===== config.mk =====
export PLATFORM = sky130hd
export DESIGN_NAME = cp0_tlb_seq
export DESIGN_NICKNAME = d
export VERILOG_FILES = /design/src/rtl/cp0_tlb_seq.sv
export SDC_FILE = /design/constraint.sdc
export NUM_CORES = 1
export LEC_CHECK = 0
export ABC_CLOCK_PERIOD_IN_PS = 1600
export CORE_UTILIZATION = 33
export DETAILED_ROUTE_END_ITERATION = 10
export HOLD_SLACK_MARGIN = 0.06
export PLACE_DENSITY = 0.85
export SLEW_MARGIN = 5
export SYNTH_ARGS = -nofsm -noshare
export SYNTH_HDL_FRONTEND = slang
export SYNTH_SLANG_ARGS = --single-unit

===== constraint.sdc =====
create_clock -name clk -period 1.6 [get_ports clk]
set_input_delay 0.32 -clock clk [delete_from_list [all_inputs] [get_ports clk]]
set_output_delay 0.32 -clock clk [all_outputs]
set_load 0.01 [all_outputs]

===== src/rtl/cp0_tlb_seq.sv =====
// CP0 TLB instruction sequencer: drives TLBP/TLBR/TLBWI/TLBWR onto the shared
// TLB array port, stalls the pipeline until done, and owns the Random register.
module cp0_tlb_seq #(
    parameter int unsigned N_ENTRIES = 16,
    parameter int unsigned IDX_W     = 4
) (
    input  logic             clk,
    input  logic             reset,
    input  logic             req_valid,
    input  logic [1:0]       req_op,
    output logic             req_ready,
    input  logic             flush,
    input  logic [IDX_W-1:0] cp0_index,
    input  logic [IDX_W-1:0] cp0_wired,
    input  logic             wired_we,
    output logic             tlb_valid,
    input  logic             tlb_ready,
    output logic [1:0]       tlb_kind,
    output logic [IDX_W-1:0] tlb_idx,
    input  logic             tlb_resp_valid,
    input  logic             tlb_resp_hit,
    input  logic [IDX_W-1:0] tlb_resp_idx,
    output logic             stall,
    output logic             index_we,
    output logic [31:0]      index_wd,
    output logic             entry_we,
    output logic [IDX_W-1:0] random,
    output logic             busy
);

    localparam logic [IDX_W-1:0] RAND_TOP = IDX_W'(N_ENTRIES - 1);

    localparam logic [1:0] OP_TLBP  = 2'd0;
    localparam logic [1:0] OP_TLBR  = 2'd1;
    localparam logic [1:0] OP_TLBWR = 2'd3;

    localparam logic [1:0] KIND_PROBE = 2'd0;
    localparam logic [1:0] KIND_READ  = 2'd1;
    localparam logic [1:0] KIND_WRITE = 2'd2;

    typedef enum logic [1:0] {
        S_IDLE  = 2'd0,
        S_ISSUE = 2'd1,
        S_WAIT  = 2'd2,
        S_DONE  = 2'd3
    } state_t;

    state_t           r_state;
    state_t           w_state_nxt;
    logic [1:0]       r_op;
    logic [1:0]       w_op_nxt;
    logic [IDX_W-1:0] r_idx;
    logic [IDX_W-1:0] w_idx_nxt;
    logic             r_squash;
    logic             w_squash_nxt;
    logic [IDX_W-1:0] r_random;
    logic             w_is_write;
    logic [1:0]       w_kind;

    // Both TLBWI and TLBWR (op[1] set) complete at the handshake, no response.
    assign w_is_write = r_op[1];
    assign w_kind     = (r_op == OP_TLBP) ? KIND_PROBE :
                        (r_op == OP_TLBR) ? KIND_READ  : KIND_WRITE;
    assign random     = r_random;

    // FSM state, latched operation/target and squash flag
    always_ff @(posedge clk) begin
        if (reset) begin
            r_state  <= S_IDLE;
            r_op     <= 2'd0;
            r_idx    <= '0;
            r_squash <= 1'b0;
        end else begin
            r_state  <= w_state_nxt;
            r_op     <= w_op_nxt;
            r_idx    <= w_idx_nxt;
            r_squash <= w_squash_nxt;
        end
    end

    // Random: free-running down-counter, reloads to the top at or below Wired
    always_ff @(posedge clk) begin
        if (reset) begin
            r_random <= RAND_TOP;
        end else if (wired_we || (r_random <= cp0_wired)) begin
            r_random <= RAND_TOP;
        end else begin
            r_random <= r_random - IDX_W'(1);
        end
    end

    // Next-state, array request and CP0 strobe generation
    always_comb begin
        w_state_nxt  = r_state;
        w_op_nxt     = r_op;
        w_idx_nxt    = r_idx;
        w_squash_nxt = r_squash;
        req_ready    = 1'b0;
        tlb_valid    = 1'b0;
        tlb_kind     = w_kind;
        tlb_idx      = r_idx;
        stall        = 1'b0;
        index_we     = 1'b0;
        index_wd     = 32'h0;
        entry_we     = 1'b0;
        busy         = (r_state != S_IDLE);

        case (r_state)
            S_IDLE: begin
                req_ready    = 1'b1;
                stall        = req_valid;
                w_squash_nxt = 1'b0;
                if (req_valid && !flush) begin
                    w_op_nxt    = req_op;
                    w_idx_nxt   = (req_op == OP_TLBWR) ? r_random : cp0_index;
                    w_state_nxt = S_ISSUE;
                end
            end
            S_ISSUE: begin
                tlb_valid = 1'b1;
                stall     = 1'b1;
                if (tlb_ready) begin
                    // Array has taken the op; a concurrent flush only squashes results.
                    w_state_nxt = w_is_write ? S_DONE : S_WAIT;
                    if (flush && !w_is_write) begin
                        w_squash_nxt = 1'b1;
                    end
                end else if (flush) begin
                    w_state_nxt = S_IDLE;
                end
            end
            S_WAIT: begin
                stall = 1'b1;
                if (flush) begin
                    w_squash_nxt = 1'b1;
                end
                if (tlb_resp_valid) begin
                    w_state_nxt = S_DONE;
                    if (!(r_squash || flush)) begin
                        if (r_op == OP_TLBP) begin
                            index_we = 1'b1;
                            index_wd = {!tlb_resp_hit,
                                        31'(tlb_resp_hit ? tlb_resp_idx : IDX_W'(0))};
                        end else begin
                            entry_we = 1'b1;
                        end
                    end
                end
            end
            S_DONE: begin
                w_squash_nxt = 1'b0;
                w_state_nxt  = S_IDLE;
            end
            default: begin
                w_state_nxt = S_IDLE;
            end
        endcase

        // Reset silences the array port and CP0 strobes in the same cycle.
        if (reset) begin
            tlb_valid = 1'b0;
            index_we  = 1'b0;
            index_wd  = 32'h0;
            entry_we  = 1'b0;
            stall     = 1'b0;
        end
    end

endmodule


Word level (Yosys, flattened, before mapping) --
Cells that the tools add are included.
Word-level totals: flip-flop bits (word level) 13, input bits 22, word-level logic and storage cells 68
Operators by class: $add $sub $neg 1, $lt $le $gt $ge 1, equal/unequal tests 11, multiplexer cells 34, reductions and logical operators 16
Operators by type and width (number):
- $mux 32 | 5
- $mux 1 | 18
- $mux 2 | 6
- $ne 2x2->1 const B | 5
- $mux 4 | 2
- $pmux 2 s4 | 1
- $eq 2x2->1 const B | 3
- $reduce_and 3->1 | 2
- $reduce_or 2->1 | 3
- $eq 2x1->1 const B | 2
- $le 4x4->1 | 1
- $logic_not 2->1 | 2
- $sub 4x1->4 const B | 1
- $logic_not 1->1 | 3
- $ne 3x3->1 const B | 1
- $pmux 1 s3 | 1
- $logic_and 1x1->1 | 2
- $logic_or 1x1->1 | 2
- $pmux 1 s2 | 1
- $reduce_and 2->1 | 1
- $reduce_bool 2->1 | 1

Longest topological paths before layout --
word-level depth 6, mapped depth 6, gate-level depth less buffers 6

Least setup slack after synthesis --
Ideal clock, no wire load.
kind register -> output, from reg r_state[0], to out index_wd[0], data arrival time 1.380 ns, setup slack -0.100 ns, stages on the path, launching flop included 7, buffers on the path 0, cells stage by stage dfxtp_1 -> inv_1 -> ha_1 -> nor2b_2 -> nand3_2 -> nor4b_2 -> and2_1
Between the ends: cells in the longest elaborated chain, start to end 3
RTL lines:
- start: declaration | line 48 | state_t r_state;
- start signal: assignment | line 74 | r_state <= w_state_nxt;
- $eq 2x2->1 | line 108 | case (r_state)
- $mux 32 | line 108
- $mux 32 | line 160 | if (reset) begin
- end: declaration | line 25 | output logic [31:0] index_wd,
Every way passes these cells.

Worst setup path after layout --
from reg r_state[0], to out index_wd[1]
Same word-level chain as after synthesis.

==> impl_metrics.ini <==
[sta]
setup_tns_ns = -2.02
slew_violations = 0
finalHoldViolCount = 0
fin_crit_ns = 1.96
grt_setup_unrepaired = true
fin_ws_ns = -0.363
finalSetupViolCount = 9
fmax_ghz = 0.509
finalCritPeriodShare = 1.23
fin_skew_ns = 0.00442

[floorplan]
rows = 20
die_x_um = 59.4
initial_core_util = 0.353
core_area_um2 = 3080
io_pins = 70
die_height_um = 59.4
die_area_um2 = 3530

[finish]
area_delta_synth_final_pct = 68.2
fillers = 300
n_antenna_cell = 0
layout.nets = 233
layout-drive-gt1-share = 0.385

[pwr]
irDropWorstVdd_mv = 0.284
p_leak_nw = 0.873
total_power_w = 0.00100
p_per_area_nw_per_um2 = 548

[yosys]
synth_commonest_cells = 28 x buf_4, 13 x dfxtp_1, 11 x nor2_1
yosysTopAreaCellShare = 0.239
synthesis.area_um2 = 1090
synth_edf_count = 0
yosys.area.top_type = dfxtp_1
synth_cell_type_count = 33
synth_top_flop_cell = dfxtp_1
yosysSeqAreaShare = 0.239
yosysMostFrequentCell = buf_4
synth_cells = 129
ys_warn_count = 0
synth.avg_cell_area_um2 = 8.43
async_flop_share = 0
synth_area_leaders = dfxtp_1 24%, buf_4 19%, ha_1 12%
ys_seq_elements = 13

[setup_path]
cp-start-kind = register
reg2regPathDepth = 8
crit_fanout = 4
critPathKind = reg2out
worstPathCellList = inv_2 > ha_4 > nor2b_4 > nand3_4 > nor4b_4 > and2_4 > buf_6
cp_data_required_time_ns = 1.28
crit_arrival_ns = 1.64
crit_path_end_kind = output port
crit_slowest_cell = dfxtp_2
slowest_delay_ns = 0.33

[placed_design]
place_congestion = 0.814
port_buffers = 42
pre_cts_slack_ns = -0.850
hpwl_mm = 2.01

[grt]
grt_max_degree = 13
grt_pass1_vias = 948
overflow = 0
antenna_found_initial = 0
grt_use_total = 0.143
grt_pass1_wl_mm = 3.93

[clock_tree]
numCtsBuffers = 3
clkLatencyLatePin_ns = 0.27
cts_max_path_buffers = 2
cts_sinks = 13
cts_root_buf = clkbuf_4
clkTransAtPathRegs_ns = 0.08
cts_hold_buf = 0
cts_tree = done
htreeDepth = 1

[routing]
drt_iter0_drc = 20
wirelength_mm = 2.56
vias_per_cell = 4.31
drtPass1Iterations = 4
antenna_left = 0
wl_per_cell_um = 10.5
vias = 1051
drcViolationCount = 0

[hold_path]
min_path_cells = 2
hp-class = reg2reg

[outcome]
status = complete, but fails checks
violations = negative setup slack

[flow_run]
max_cap_viol_count = 0
[cell families (layout without fill, tap and decap cells)]
logic type	Yosys count	after routing	share of synthesized area
fa+ha+maj	10	10	0.115
simple gates	44	44	0.222
buf+inv	39	84	0.238
other cells	1	27	0.00345
flops	13	13	0.239
mux	3	3	0.0276
xor+xnor	2	2	0.0161
compound gates	17	17	0.138
[timing repair]
action	in CTS	in global routing
resized for setup	80	12
pin swaps	13	10
setup endpoints to repair	22	18
buffers inserted	1	1
[critical path: cells and delay by family (launching register included)]
| family | cells | cell delay (ns) |
|---|---|---|
| buffers and inverters | 2 | 0.15 |
| adders and majority gates | 1 | 0.12 |
| DFF | 1 | 0.33 |
| and+or+nand+nor | 4 | 0.77 |
[per-layer routing]
| metal | vias up | track usage | part of all wire |
|---|---|---|---|
| li1 | 523 | - | - |
| met1 | 483 | 0.164 | 0.40 |
| met2 | 43 | 0.278 | 0.53 |
| met3 | 2 | 0.0197 | 0.064 |
| met4 | 0 | 0.0306 | 0.0066 |
| met5 | - | 0 | 0 |
[state kept, by name, summed over array words and instances, names as in the netlist, named ones only]
signal and count:
random 4, tlb_idx 4, r_state 1, r_op 2, r_squash 1
[path summary, 6_finish.rpt]
| path | start | end | slack (ns) |
|---|---|---|---|
| setup / recovery | r_state[0] | index_wd[1] | -0.36 |
| hold / removal | tlb_idx[0] | tlb_idx[0] | 0.50 |
| setup reg to reg | register | register | 0.02 |
| hold reg to reg | tlb_idx[0] | tlb_idx[0] | 0.50 |
[cell usage in the layout, fill, tap and decap left out, types with 4 or more instances in the layout]
| cell type | Yosys | layout |
|---|---|---|
| dlygate4sd2_1 | 0 | 8 |
| and2_4 | 0 | 4 |
| nand2_1 | 10 | 9 |
| buf_2 | 0 | 6 |
| nor2_1 | 11 | 10 |
| buf_6 | 1 | 9 |
| nand3_1 | 4 | 4 |
| dfxtp_2 | 0 | 6 |
| dfxtp_1 | 13 | 7 |
| buf_4 | 28 | 24 |
| clkdlybuf4s50_1 | 0 | 20 |
| inv_1 | 9 | 5 |
| a311oi_1 | 4 | 4 |
| conb_1 | 1 | 27 |
| ha_1 | 10 | 5 |
| ha_4 | 0 | 5 |
[metrics by stage]
step                std cells  hold slack [ns]  instance area [um^2]   util
detailed placement        238            0.491                  1680  0.547
global placement          238            0.476                  1680  0.547
finish                    244            0.495                  1830  0.594
CTS                       243            0.502                  1770  0.575
global route              244            0.537                  1830  0.594
floorplan                 155            0.424                  1220      -
[area by class of cell]
class,instances,area (um^2),share of cell area
Clock buffer,4,26.3,0.0144
Sequential cell,13,268,0.146
Tap cell,44,55.1,0.0301
Inverter,9,36.3,0.0198
Timing Repair Buffer,71,639,0.350
Multi-Input combinational cell,103,805,0.440
[report_power, final]
| group | switching [W] | internal (W) |
|---|---|---|
| Combinational | 0.000206 | 0.000236 |
| Clock | 0.000103 | 0.0000963 |
| Sequential | 0.0000143 | 0.000347 |
| Total | 0.000324 | 0.000680 |
Note: power is estimated with default switching activity, not from simulation.
